**src/rtl/alu_sched.sv**
```systemverilog
// Two-port round-robin scheduler in front of a shared 8-bit ALU (IDLE -> EXEC -> RESP).
// Optional ALU_SCHED_DIVZ_EN: divide-by-zero yields 8'hFF with rsp_err set; otherwise 8'h00, rsp_err tied low.
module alu_sched #(
    parameter int WIDTH = 8,
    parameter int OPW   = 4
) (
    input  logic             clk,
    input  logic             rst,
    input  logic             req0,
    input  logic             req1,
    input  logic [OPW-1:0]   op0,
    input  logic [OPW-1:0]   op1,
    input  logic [WIDTH-1:0] a0,
    input  logic [WIDTH-1:0] b0,
    input  logic [WIDTH-1:0] a1,
    input  logic [WIDTH-1:0] b1,
    output logic             gnt0,
    output logic             gnt1,
    output logic             rsp_valid,
    input  logic             rsp_ready,
    output logic             rsp_id,
    output logic [WIDTH-1:0] rsp_data,
    output logic             rsp_err
);

    typedef enum logic [1:0] {IDLE, EXEC, RESP} state_t;

    localparam logic [WIDTH-1:0] ONE = WIDTH'(1);

    state_t           state;
    state_t           state_nxt;
    logic             prio1;
    logic [OPW-1:0]   op_p0;
    logic [WIDTH-1:0] a_p0;
    logic [WIDTH-1:0] b_p0;
    logic             id_p0;

    function automatic logic [WIDTH-1:0] alu_op(input logic [OPW-1:0] op,
                                                input logic [WIDTH-1:0] a,
                                                input logic [WIDTH-1:0] b);
        logic [WIDTH-1:0] res;
        res = '0;
        case (4'(op))
            4'h0: res = a + b;
            4'h1: res = a - b;
            4'h2: res = a * b;
            4'h3: begin
`ifdef ALU_SCHED_DIVZ_EN
                if (b == '0) res = '1;
`else
                if (b == '0) res = '0;
`endif
                else res = a / b;
            end
            4'h4: res = a & b;
            4'h5: res = a | b;
            4'h6: res = ~(a & b);
            4'h7: res = ~(a | b);
            4'h8: res = a + ONE;
            4'h9: res = a - ONE;
            4'hA: res = a ^ b;
            4'hB: res = a >> 1;
            4'hC: res = a << 1;
            4'hD: res = a + b + ONE;
            4'hE: res = a - b - ONE;
            4'hF: res = b + ONE;
            default: res = '0;
        endcase
        return res;
    endfunction

    // Grant only from IDLE; prio1 marks port 1 as the favoured port on a tie.
    always_comb begin
        state_nxt = state;
        gnt0      = 1'b0;
        gnt1      = 1'b0;
        case (state)
            IDLE: begin
                if (!rst && (req0 || req1)) begin
                    if (req1 && (!req0 || prio1)) gnt1 = 1'b1;
                    else                          gnt0 = 1'b1;
                    state_nxt = EXEC;
                end
            end
            EXEC:    state_nxt = RESP;
            RESP:    if (rsp_ready) state_nxt = IDLE;
            default: state_nxt = IDLE;
        endcase
    end

    assign rsp_valid = (state == RESP);

    // Stage p0: capture the granted request's operands.
    always_ff @(posedge clk) begin
        if (gnt0 || gnt1) begin
            op_p0 <= gnt1 ? op1 : op0;
            a_p0  <= gnt1 ? a1  : a0;
            b_p0  <= gnt1 ? b1  : b0;
            id_p0 <= gnt1;
        end
    end

    // Stage p1: EXEC registers the result held through RESP.
    always_ff @(posedge clk) begin
        if (rst) begin
            state    <= IDLE;
            prio1    <= 1'b0;
            rsp_data <= '0;
            rsp_id   <= 1'b0;
        end else begin
            state <= state_nxt;
            if (gnt0 || gnt1) prio1 <= gnt0;
            if (state == EXEC) begin
                rsp_data <= alu_op(op_p0, a_p0, b_p0);
                rsp_id   <= id_p0;
            end
        end
    end

`ifdef ALU_SCHED_DIVZ_EN
    always_ff @(posedge clk) begin
        if (rst)                 rsp_err <= 1'b0;
        else if (state == EXEC)  rsp_err <= (4'(op_p0) == 4'h3) && (b_p0 == '0);
    end
`else
    assign rsp_err = 1'b0;
`endif

endmodule

```
**config.mk**
```make
export PLATFORM = sky130hd
export DESIGN_NAME = alu_sched
export DESIGN_NICKNAME = d
export VERILOG_FILES = /design/src/rtl/alu_sched.sv
export SDC_FILE = /design/constraint.sdc
export NUM_CORES = 1
export LEC_CHECK = 0
export BUFFER_PORTS_ARGS = -buffer_cell sky130_fd_sc_hd__buf_2
export CORE_MARGIN = 2
export CORE_UTILIZATION = 45
export CTS_CLUSTER_SIZE = 20
export DETAILED_ROUTE_END_ITERATION = 12
export PLACE_DENSITY = 0.74
export REMOVE_ABC_BUFFERS = 1
export SLEW_MARGIN = 15
export SYNTH_ARGS = -nofsm -noshare
export SYNTH_HDL_FRONTEND = slang
export SYNTH_SLANG_ARGS = --single-unit
```
**constraint.sdc**
```tcl
create_clock -name clk -period 32.2 [get_ports clk]
set_clock_uncertainty 0.1 [all_clocks]
set_input_delay 4.83 -clock clk [delete_from_list [all_inputs] [get_ports clk]]
set_output_delay 4.83 -clock clk [all_outputs]
set_load 0.01 [all_outputs]
```
==> impl_results.md <==
* Setup violators final at 0
* Largest family of logic cells by synthesized area: compound AO/OA/AOI/OAI gates
* Simple-gate area share of the yosys netlist at 0.2199
* Routability cong. at 1.015
* Area of the multi-input gates at 4740 µm²
* Worst-case clock buffer depth at 2
* Hold crit path type: reg -> reg
* Setup ws final at 19.45 ns
* Number of port buffers at 56
* # hold bufs at CTS at 0
* DRC at 0
* Nets at 956
* Die Wd at 119.3 µm
* Dpl ws at 19.53 ns
* Synthesized area at 5979 µm²
* CTS Sinks at 33
* Synth Area in Adders at 0.2143
* Worst path top cell family by delay: compound AO/OA/AOI/OAI gates
* Met2 Usage GRT at 0.4213
* CP max stage delay at 0.85 ns
* Final Max Tran Viols at 0
* Area leader, netlist: ha_1
* Synth async-reset ratio at 0
* IO Pins at 58
* Final Util at 0.5006
* Wirelength, routed at 18960 µm
* Drt first pass iters at 6
* Startpoint type of the worst setup path: register
* CP Data Arrival Time at 12.82 ns
* Fin crit period at 12.75 ns
* Worst Tran Pin Value at 1.060 ns
* VDD IR max at 25.93 µV
* Compound-Gate Fraction of Synth Area at 0.2339
* Initial Util at 0.4570
* Fin Setup TNS at 0 ns
* Synth top area share at 0.1674
* TritonCTS buffer count at 5
* Dpl cells at 986
* All-layer global routing usage at 0.2686
* # rows at 42
* Largest net degree at the start of global routing at 44
* Routed Antenna Nets at 0
* EDFF count, synth at 21
* Synth Flop Type: edfxtp_1
* Data required time of the worst path at 32.27 ns
* Lkg Pwr at 2.940 nW
* Post-cts sizing count at 0
* Mean routed wirelength per cell at 19.07 µm
* Seq/Total Area, Yosys at 0.1456
* Via count at 6015
* Kind of critical path: reg -> reg
* Chip height at 119.3 µm
* Die ar. at 14230 µm²
* Htree depth at 2
* Final Instance Count excl. Fillers at 994
* CP Buf/Inv Count at 0
* Fillers at 1276
* Initial drt markers at 627
* Met1 Usage GRT at 0.3644
* Initial antenna violation count at 0
* Grt peak-use layer: met2
* Power Density at 38.75 nW/µm²
* Sequential standard cell area at 870.8 µm²
* Fmax at 78.41 MHz
* Top cell by count, worst path: o21a_1
* Final Hold Viols at 0
* Top post-synthesis cells by area: ha_1, edfxtp_1, nand2_1
* Post-route cell area at 6550 µm²
* Post-synthesis mux area share at 0.05106
* Post-synthesis xor/xnor area fraction at 0.07177
* N_diodes at 0
* Post-synth cell types at 73
* Placed cell area at 6377 µm²
* Setup repair bufs after CTS at 0
* Mean Syn Cell Area at 7.598 µm²
* Max_cap viols at 0
* Clk slew on worst S/H paths at 0.06 ns
* Post-synthesis register bit count at 33
* Clock Latency Late Sink at 0.28 ns
* Period utilization at 0.3961
* Via density at 6.051
* CTS root buf: clkbuf_16
* Overflow after GRT at 0
* Syn-to-layout area delta at 9.542%
* CTS tree: done
* Synth Instances at 787
* Slowest stage cell on the critical path: a31oi_1
* Crit-path max FO at 12
* RSZ-0062 raised after global routing: no
* Share of cells above drive strength 1 at 0.1210
* Run status: completed
* Slew headroom at 0.2902
* CP endpoint kind: register
* DP HPWL at 14450 µm
* First-pass GRT wire length at 30150 µm
* Core area at 13090 µm²
* Yosys warnings at 0
* GR met3 Demand/Resource at 0.04646
* Vias in the first global route at 5674
-- registers in the layout, indices dropped and copies added, names as in the netlist --
| name | count |
|---|---|
| id_p0 | 1 |
| rsp_id | 1 |
| rsp_data | 8 |
| a_p0 | 8 |
| op_p0 | 4 |
| b_p0 | 8 |
| prio1 | 1 |
| state | 2 |
-- cells in the mapped netlist, types with 14 or more instances --
library cell  instances
nor2_1               62
o21a_1               24
ha_1                 80
a21oi_1              44
inv_1                53
edfxtp_1             21
o21ai_0              33
nor3_1               30
nand2b_1             15
xor2_1               19
xnor2_1              30
clkbuf_1             27
nand2_1             118
fa_1                 14
-- report_power, final --
group          total, mW  switching, mW  internal, mW
Sequential        0.0541        0.00495        0.0492
Clock             0.0561         0.0175        0.0386
Combinational      0.144         0.0845        0.0591
-- metrics by stage --
step           hold WS, ns  total power, mW
2_1_floorplan       0.3485           0.1559
3_3_place_gp        0.3388           0.1942
3_5_place_dp        0.3434           0.1945
4_1_cts             0.3521           0.2514
5_1_grt             0.3789           0.2714
6_report            0.3487           0.2538
-- cells by family (layout without fill, tap and decap cells) --
group / Yosys count / after routing
compound gates: 202 / 202
xor+xnor: 49 / 49
fa+ha+maj: 94 / 94
buf+inv: 96 / 127
flops: 33 / 33
mux: 27 / 27
other cells: 1 / 1
simple gates: 285 / 285
-- final timing paths --
kind                               endpoint  cells past startpoint  slack, ns     from
worst max-delay path            rsp_data[0]                     48      19.45  b_p0[7]
worst min-delay path                 rsp_id                      2       0.35   rsp_id
worst max register to register  rsp_data[0]                     48      19.45  b_p0[7]
worst min register to register       rsp_id                      2       0.35   rsp_id
-- layout by cell type, fill, tap and decap left out, drive strengths merged, types with 10 or more instances in the layout --
master | netlist | final
xor2 | 19 | 19
edfxtp | 21 | 21
ha | 80 | 80
xnor2 | 30 | 30
nand3 | 10 | 10
nand2b | 15 | 15
fa | 14 | 14
nand2 | 118 | 118
buf | 14 | 64
mux2i | 11 | 11
mux2 | 16 | 16
o211ai | 12 | 12
nor3 | 30 | 30
o21a | 24 | 24
inv | 53 | 53
nor2b | 10 | 10
dfxtp | 12 | 12
a211oi | 10 | 10
nor2 | 62 | 62
o21ai | 34 | 34
a21oi | 44 | 44
-- tightest hold or removal path, cell delays in order (launching register included) --
cell and delay, ns:
dfxtp_1 0.30, nand2_1 0.05, a21oi_1 0.05
-- layout make-up --
cell class | count | share of cell area
tap | 176 | 0.03362
multi-input combinational | 658 | 0.7236
sequential | 33 | 0.1330
inverter | 55 | 0.03152
clock inverter | 1 | 0.004585
timing repair buffer | 64 | 0.05196
clock buffer | 7 | 0.02178
-- per-layer routing --
layer  wire [µm]  vias to the layer above
li1            -                     2893
met1        7929                     2718
met2        8289                      336
met3        1822                       68
met4         918                        0
met5           0                        -
Note: power is estimated with default switching activity, not from simulation.
